--- config.mk ---
export PLATFORM = sky130hd
export DESIGN_NAME = imem_loader
export DESIGN_NICKNAME = d
export VERILOG_FILES = /design/src/rtl/imem_loader.sv
export SDC_FILE = /design/constraint.sdc
export NUM_CORES = 1
export LEC_CHECK = 0
export CAP_MARGIN = 20
export CORE_MARGIN = 3
export CORE_UTILIZATION = 52
export DETAILED_ROUTE_END_ITERATION = 10
export MAX_ROUTING_LAYER = met4
export PLACE_DENSITY = 0.77
export SETUP_SLACK_MARGIN = 0.1
export SLEW_MARGIN = 20
export SYNTH_ARGS = -nofsm -noshare
export SYNTH_HDL_FRONTEND = slang
export SYNTH_SLANG_ARGS = --single-unit
--- constraint.sdc ---
create_clock -name clk -period 2.9 [get_ports clk]
set_input_delay 0.58 -clock clk [delete_from_list [all_inputs] [get_ports clk]]
set_output_delay 0.58 -clock clk [all_outputs]
set_load 0.05 [all_outputs]
--- src/rtl/imem_loader.sv ---
// imem_loader: packs a 3-byte-per-instruction stream into instruction memory and holds the CPU while loading
module imem_loader #(
    parameter int ADDR_W = 8,
    parameter int INST_W = 17
) (
    input  logic              clk,
    input  logic              rst,
    input  logic              start,
    input  logic [7:0]        byte_in,
    input  logic              byte_valid,
    output logic              byte_ready,
    output logic              im_wr_en,
    output logic [ADDR_W-1:0] im_wr_addr,
    output logic [INST_W-1:0] im_wr_data,
    output logic              cpu_hold,
    output logic              done,
    output logic              error,
    output logic [ADDR_W-1:0] words_loaded
);
    typedef enum logic [3:0] {IDLE, HDR, B0, B1, B2, WRITE, CHK, DONE, ERR} state_t;

    state_t              state_q, state_d;
    logic [7:0]          len_q, len_d;
    logic                b0_q, b0_d;
    logic [7:0]          b1_q, b1_d;
    logic [7:0]          acc_q, acc_d;
    logic [ADDR_W-1:0]   addr_q, addr_d;
    logic [INST_W-1:0]   data_q, data_d;
    logic [ADDR_W-1:0]   words_q, words_d;
    logic                hold_q, hold_d;
    logic                done_q, done_d;
    logic                err_q, err_d;
    logic                xfer;

    assign byte_ready   = state_q inside {HDR, B0, B1, B2, CHK};
    assign im_wr_en     = state_q == WRITE;
    assign im_wr_addr   = addr_q;
    assign im_wr_data   = data_q;
    assign cpu_hold     = hold_q;
    assign done         = done_q;
    assign error        = err_q;
    assign words_loaded = words_q;
    assign xfer         = byte_valid && byte_ready;

    // Next-state: every accepted byte feeds the checksum; the final byte must bring the sum to zero
    always_comb begin
        state_d = state_q;
        len_d   = len_q;
        b0_d    = b0_q;
        b1_d    = b1_q;
        acc_d   = xfer ? acc_q + byte_in : acc_q;
        addr_d  = addr_q;
        data_d  = data_q;
        words_d = words_q;
        hold_d  = hold_q;
        done_d  = done_q;
        err_d   = err_q;
        case (state_q)
            IDLE, DONE, ERR: begin
                if (start) begin
                    state_d = HDR;
                    done_d  = 1'b0;
                    err_d   = 1'b0;
                    words_d = '0;
                    acc_d   = '0;
                    addr_d  = '0;
                    hold_d  = 1'b1;
                end
            end
            HDR: begin
                if (xfer) begin
                    state_d = (byte_in == 8'd0) ? ERR : B0;
                    err_d   = byte_in == 8'd0;
                    len_d   = byte_in;
                end
            end
            B0: begin
                if (xfer) begin
                    state_d = |byte_in[7:1] ? ERR : B1;
                    err_d   = |byte_in[7:1];
                    b0_d    = byte_in[0];
                end
            end
            B1: begin
                if (xfer) begin
                    state_d = B2;
                    b1_d    = byte_in;
                end
            end
            B2: begin
                if (xfer) begin
                    state_d = WRITE;
                    data_d  = {b0_q, b1_q, byte_in};
                end
            end
            WRITE: begin
                addr_d  = addr_q + 1'b1;
                words_d = words_q + 1'b1;
                state_d = (words_d == ADDR_W'(len_q)) ? CHK : B0;
            end
            CHK: begin
                if (xfer) begin
                    state_d = (acc_d == 8'd0) ? DONE : ERR;
                    done_d  = acc_d == 8'd0;
                    err_d   = acc_d != 8'd0;
                    hold_d  = acc_d != 8'd0;
                end
            end
            default: state_d = IDLE;
        endcase
    end

    // State and output registers; async reset drops any session and releases the CPU
    always_ff @(posedge clk or posedge rst) begin
        if (rst) begin
            state_q <= IDLE;
            len_q   <= '0;
            b0_q    <= 1'b0;
            b1_q    <= '0;
            acc_q   <= '0;
            addr_q  <= '0;
            data_q  <= '0;
            words_q <= '0;
            hold_q  <= 1'b0;
            done_q  <= 1'b0;
            err_q   <= 1'b0;
        end else begin
            state_q <= state_d;
            len_q   <= len_d;
            b0_q    <= b0_d;
            b1_q    <= b1_d;
            acc_q   <= acc_d;
            addr_q  <= addr_d;
            data_q  <= data_d;
            words_q <= words_d;
            hold_q  <= hold_d;
            done_q  <= done_d;
            err_q   <= err_d;
        end
    end
endmodule

==> results of run 1 <==
[cell type report]
cell class	count	area share
Tap cell	77	0.02129
Multi-Input combinational cell	256	0.4004
Timing Repair Buffer	80	0.1618
Sequential cell	65	0.3601
Clock inverter	6	0.01604
Clock buffer	10	0.03042
Inverter	12	0.009956
[through the flow]
stage	setup WS (ns)	hold WS [ns]	TNS [ns]	area [sq um]
2_1_floorplan	0.3204	0.4689	0	3502
3_3_place_gp	-0.2735	0.4760	-1.742	4272
3_5_place_dp	-0.3561	0.4808	-2.316	4272
4_1_cts	0.1355	0.4932	0	4487
5_1_grt	0.1109	0.5146	0	4524
6_report	0.2472	0.4892	0	4524
[state kept, by name, summed over array words and instances, names as in the netlist]
name and cells:
len_q 8, done 1, im_wr_addr 8, error 1, b0_q 1, words_loaded 8, cpu_hold 1, acc_q 8
b1_q 8, state_q 4, im_wr_data 17
[cell usage after synthesis (all sizes together) (2+ instances only)]
cell type	n
mux2i	4
nor4	4
o32a	3
nand2b	4
ha	9
o21ai	33
and2	4
xnor2	12
a22oi	2
nand3	15
or4	2
nand2	40
a21oi	17
o22a	2
and3	9
o211ai	2
xor2	6
dfrtp	65
mux2	33
nor3	5
nor2b	3
buf	2
o31ai	4
o21a	2
o22ai	4
nand4	3
clkbuf	10
inv	12
nor2	19
[kinds of logic (layout without fill, tap and decap cells)]
group,Yosys count,in the layout
AND/OR/NAND/NOR,115,115
flip-flops,65,65
adder cells (fa/ha/maj),10,10
XOR/XNOR,18,18
AO/OA/AOI/OAI,76,76
multiplexers,37,37
buffers and inverters,24,108
[worst max path at each step]
stage | startpoint | end | slack [ns] | cells past startpoint
2_1_floorplan | byte_in[0] | state_q[1] | 0.32 | 9
3_3_place_gp | byte_in[0] | state_q[1] | -0.27 | 11
3_5_place_dp | byte_in[0] | done | -0.36 | 11
4_1_cts | byte_in[5] | state_q[1] | 0.14 | 10
5_1_grt | byte_in[0] | state_q[2] | 0.11 | 11
6_report | byte_in[2] | done | 0.25 | 9
[per-layer routing]
metal	up-vias	share of wire	GRT usage
met4	0	0.022	0.09066
met2	104	0.50	0.4048
met1	1450	0.42	0.3000
met3	18	0.055	0.04986
li1	1391	-	-
met5	-	0	-
[power by group]
part           switching, uW  internal (uW)  total [uW]
registers                277           1240        1520
logic                   1510           1150        2660
clock network            391            431         822
total                   2180           2830        5010
[what timing repair did]
item                       CTS  global route
buffers inserted             0             0
setup endpoints to repair    7             6
pin swaps                    6             2
gates resized for setup      7             9
[critical path, stage by stage]
cell and delay [ns]:
clkdlybuf4s50_1 0.58, ha_4 0.25, xnor2_1 0.13, or4b_1 0.46, o31ai_1 0.25, buf_4 0.16
nand3_2 0.09, nor3_4 0.24, mux2_4 0.21
==> impl_metrics.tcl, run 1 <==
set metrics [dict create \
    grt_max_degree 66 \
    gr-total-overflow 0 \
    rows 29 \
    final_cell_mix "dfrtp_1, clkdlybuf4s50_1, nand2_1" \
    die_w_um 88.07 \
    rr_endpoint "done" \
    synthArstFlopShare 1.000 \
    hold_path_depth 1 \
    synth_area_sq_um 3502 \
    floorplan.initialDensity 0.5453 \
    finalSetupViolCount 0 \
    cts_buffers 9 \
    hold_viol_final 0 \
    synthSimpleGateAreaFrac 0.1693 \
    synth_compound_area_frac 0.1358 \
    synth_mux_area_frac 0.1175 \
    final_cells 506 \
    clkTransAtPathRegs_ns 0.08 \
    hpwl_mm 6.037 \
    max_freq_ghz 0.3770 \
    worstPathArrival_ns 2.94 \
    clkLatencyLatePin_ns 0.35 \
    synthAdderAreaFrac 0.03787 \
    synthCells 345 \
    coreArea_sq_um 6422 \
    synth_top_family_by_area "simple AND/OR/NAND/NOR gates" \
    peakVddDrop_uv 816.7 \
    r2r_start "state_q[0]" \
    max_slew_margin 0.4606 \
    multi_input_area_sq_um 1812 \
    period_minus_slack_ns 2.653 \
    synth_flop_cell "dfrtp_1" \
    synth_edf_count 0 \
    track_usage 0.2461 \
    yosys_warnings 0 \
    drc_errors 0 \
    drive_above_1_share 0.2308 \
    via_per_inst 5.856 \
    startpoint_type "input pin" \
    avgSynthCellArea_sq_um 10.15 \
    holdPathEnd "im_wr_addr[7]" \
    yosysTopAreaCellShare 0.4645 \
    synth_xor_area_frac 0.04502 \
    antenna_found_initial 0 \
    yosysSeqAreaShare 0.4645 \
    worstSetupPathType "in2reg" \
    skew_ns 0.006599 \
    dp.cells 490 \
    hold_class "reg2reg" \
    p_leak_uw 0.001981 \
    root_buffer "clkbuf_8" \
    wl_per_cell_um 16.86 \
    cap_viol_max_count 0 \
    gp_congestion 0.9098 \
    total_power_uw 5007 \
    status "complete, no violations" \
    n_antenna_cell 0 \
    pwr_density_cell_nw_per_um2 1107 \
    worstMarginPinSlew_ns 0.8091 \
    min_period_over_period 0.9148 \
    synthTopCellsByArea "dfrtp_1, mux2_2, nand2_1, o21ai_0, ha_1" \
    crit_required_ns 3.19 \
    yosysUniqueCellTypes 51 \
    layout_commonest_cell "dfrtp_1" \
    min_from "im_wr_addr[7]" \
    clock_path_buffers 2 \
    cts_tree "yes" \
    totalWireLength_mm 8.529 \
    crit_fanout 5 \
    drt_iter0_markers 158 \
    rsz0062_at_grt "no" \
    firstDrtPassIters 5 \
    via_count 2963 \
    grt_pass1_wl_mm 14.16 \
    ys_ff_latch 65 \
    die_h_um 88.07 \
    final_util 0.7045 \
    clock_sinks 65 \
    portBuffers 49 \
    grt_pass1_vias 2900 \
    syn_nets 367 \
    ff2ff_setup_slack_ns 0.31 \
    cp-end-kind "flip-flop" \
    seqCellArea_sq_um 1629 \
    ioPinCount 50 \
    fillCellCount 470 \
    die_area_sq_um 7755 \
    finalNetCount 446 \
    r2r_cells 9 \
    slew_violations 0 \
    yosys.area.top_type "dfrtp_1" \
    area_growth_pct 29.19 \
    cts-htree-levels 3 \
    ctsHoldBuffers 0 \
    drtAntennaViolNets 0 \
]
No activity file was read; power rests on OpenSTA's default activity.
==> run 2, diff against run 1 <==
--- a/config.mk
+++ b/config.mk
@@ -5,6 +5,7 @@
 export SDC_FILE = /design/constraint.sdc
 export NUM_CORES = 1
 export LEC_CHECK = 0
+export ABC_AREA = 1
 export CAP_MARGIN = 20
 export CORE_MARGIN = 3
 export CORE_UTILIZATION = 52
@@ -16,3 +17,4 @@
 export SYNTH_ARGS = -nofsm -noshare
 export SYNTH_HDL_FRONTEND = slang
 export SYNTH_SLANG_ARGS = --single-unit
+export TNS_END_PERCENT = 5
==> constraint.sdc (replaced) <==
create_clock -name clk -period 3.3 [get_ports clk]
set_input_delay 0.66 -clock clk [delete_from_list [all_inputs] [get_ports clk]]
set_output_delay 0.66 -clock clk [all_outputs]
set_load 0.05 [all_outputs]
==> run 2 against run 1 <==
  * Critical path depth decreased by 3
  * Synthesized cell count rose by 27%
  * Area after synthesis is 0.86% lower
  * Wire length shrank 7.9%
  * Utilization fell by 4.1 points
  * First-iteration DRC count up 38%
  * Cell area down 5.8%
  * Largest power group unchanged
  * Sequential cell count unchanged
  * Largest cell class is now registers
  * Critical path type is now reg2out
  * Clock power shrank 8.0%
  * Via count up 2.3%
  * Sequential power fell by 18%
==> impl_metrics.tcl, run 2 <==
set metrics [dict create \
    antenna_found_initial 0 \
    portBuffers 49 \
    postCtsSetupBuffers 0 \
    gp_congestion 0.9928 \
    max_slew_margin 0.4321 \
    min_period_over_period 0.8987 \
    hpwl_mm 5.703 \
    cts_buffers 9 \
    totalWireLength_mm 7.855 \
    cts-htree-levels 3 \
    track_usage 0.2274 \
    hold_path_depth 1 \
    drc_errors 0 \
    wl_per_cell_um 13.66 \
    worstSetupPathType "reg2out" \
    via_per_inst 5.273 \
    yosys_warnings 0 \
    slew_violations 0 \
    crit_fanout 16 \
    synthArstFlopShare 1.000 \
    die_h_um 87.72 \
    finalSetupViolCount 0 \
    die_w_um 87.72 \
    final.setup.tns_ns 0 \
    cp-end-kind "primary output" \
    clkLatencyLatePin_ns 0.34 \
    fillCellCount 529 \
    setup.worst_path.start "state_q[0]" \
    worstPathArrival_ns 2.31 \
    min_from "im_wr_addr[7]" \
    layout_commonest_cell "nand2_1" \
    finalNetCount 515 \
    synthMostInstantiatedCell "nand2_1" \
    path_cells "inv_2 > nor2_2 > nand2_1 > buf_4 > inv_1 > clkdlybuf4s50_1" \
    ff2ff_setup_slack_ns 1.21 \
    gr-total-overflow 0 \
    ys_top_cells_by_count "nand2_1, dfrtp_1, inv_1" \
    hold_viol_final 0 \
    cts_tree "yes" \
    synthTopCellsByArea "dfrtp_1, nand2_1, inv_1, o21ai_0, nor2_1" \
    status "complete, no violations" \
    hold_class "reg2reg" \
    rows 29 \
    synthCells 437 \
    yosysUniqueCellTypes 37 \
    coreArea_sq_um 6422 \
    r2r_start "acc_q[2]" \
    syn_nets 459 \
    pwr_density_cell_nw_per_um2 920.4 \
    n_antenna_cell 0 \
    largest_register_ff_count 17 \
    floorplan.initialDensity 0.5406 \
    ctsHoldBuffers 0 \
    worstMarginPinSlew_ns 0.8498 \
    cap_viol_max_count 0 \
    rr_endpoint "cpu_hold" \
    root_buffer "clkbuf_8" \
    max_freq_ghz 0.3372 \
    grt_pass1_wl_mm 13.05 \
    place_ws_ns 0.4170 \
    skew_ns 0.007602 \
    clock_path_buffers 2 \
    synth_edf_count 0 \
    grt_max_degree 66 \
    final_cell_area_sq_um 4262 \
    synth_flop_cell "dfrtp_1" \
    ioPinCount 50 \
    ctsResizeCount 0 \
    crit_required_ns 2.64 \
    rsz0062_at_grt "no" \
    period_minus_slack_ns 2.966 \
    critPathMaxStageDelay_ns 0.83 \
    yosysTopAreaCellShare 0.4685 \
    clock_sinks 65 \
    yosys.area.top_type "dfrtp_1" \
    firstDrtPassIters 5 \
    clkTransAtPathRegs_ns 0.08 \
    via_count 3032 \
    p_leak_uw 0.002138 \
    die_area_sq_um 7694 \
    drt_iter0_markers 218 \
    drtAntennaViolNets 0 \
    synth_area_sq_um 3472 \
    setup_slack_ns 0.3342 \
    final_cell_mix "nand2_1, dfrtp_1, inv_1" \
    peakVddDrop_uv 511.2 \
    drive_above_1_share 0.1124 \
    area_growth_pct 22.74 \
    yosysSeqAreaShare 0.4685 \
    avgSynthCellArea_sq_um 7.945 \
    holdPathEnd "im_wr_addr[7]" \
    startpoint_type "flip-flop" \
    dpl_cell_area_sq_um 4044 \
    r2r_cells 12 \
    final_util 0.6636 \
    cpMaxStageDelayCell "clkdlybuf4s50_1" \
    ys_ff_latch 65 \
    grt_pass1_vias 2879 \
]
## run 2: cell count changes in the layout (fill, tap and decap cells not counted), sizes merged, moves of 5 or more
cell	previous run	this run
buf	32	2
a21oi	17	8
o21ai	33	38
xnor2	12	4
nor2	19	38
inv	15	63
nand2	40	144
and3	9	0
mux2	33	9
clkdlybuf4s50	44	49
## run 2: cell type report
| class | instances | area (sq um) | share of cell area |
|---|---|---|---|
| inverters | 63 | 236.5 | 0.05549 |
| well taps | 77 | 96.34 | 0.02261 |
| clock buffers | 9 | 123.9 | 0.02907 |
| repair buffers | 51 | 505.5 | 0.1186 |
| multi-input cells | 303 | 1579 | 0.3705 |
| clock inverters | 7 | 93.84 | 0.02202 |
| flip-flops and latches | 65 | 1627 | 0.3817 |
## run 2: cell families (layout without fill, tap and decap cells)
kind of cell               Yosys count  in the layout  synth area share
and+or+nand+nor                    217            217            0.2735
adders and majority gates           10             10           0.03820
DFF                                 65             65            0.4685
AOI/OAI and AO/OA                   60             60           0.09586
buffers and inverters               69            130           0.07676
muxes                               10             10           0.03207
xor gates and xnor gates             6              6           0.01514
## run 2: per-stage QoR
step                      hold slack (ns)  power, uW  instances
final                              0.4795       3922        575
after detailed placement           0.4714       3171        559
after CTS                          0.4816       3936        575
after global placement             0.4578       3127        559
after floorplan                    0.4492       2655        437
after global routing               0.5056       4201        575
## run 2: worst max path at each step
stage,to,slack [ns],depth (start not counted)
2_1_floorplan,acc_q[0],1.01,1
3_3_place_gp,error,0.51,18
3_5_place_dp,cpu_hold,0.42,16
4_1_cts,im_wr_en,0.34,6
5_1_grt,im_wr_en,0.20,6
6_report,im_wr_en,0.33,6
## run 2: worst max-delay path, delay by kind of cell, from the launching register on
family                 cells  cell delay, ns
buffers and inverters      4            1.27
and+or+nand+nor            2            0.25
DFF                        1            0.44
## run 2: where the power goes
part | internal, uW | switching [uW] | total, uW
combinational | 666 | 1260 | 1930
clock | 425 | 331 | 756
sequential | 1060 | 178 | 1240
total | 2150 | 1770 | 3920
## run 2: metal layers
| metal | vias up | track usage | wire [um] |
|---|---|---|---|
| met5 | - | - | 0 |
| met2 | 67 | 0.3815 | 3882 |
| met4 | 0 | 0.07252 | 131 |
| li1 | 1511 | - | - |
| met3 | 13 | 0.04892 | 376 |
| met1 | 1441 | 0.2733 | 3464 |
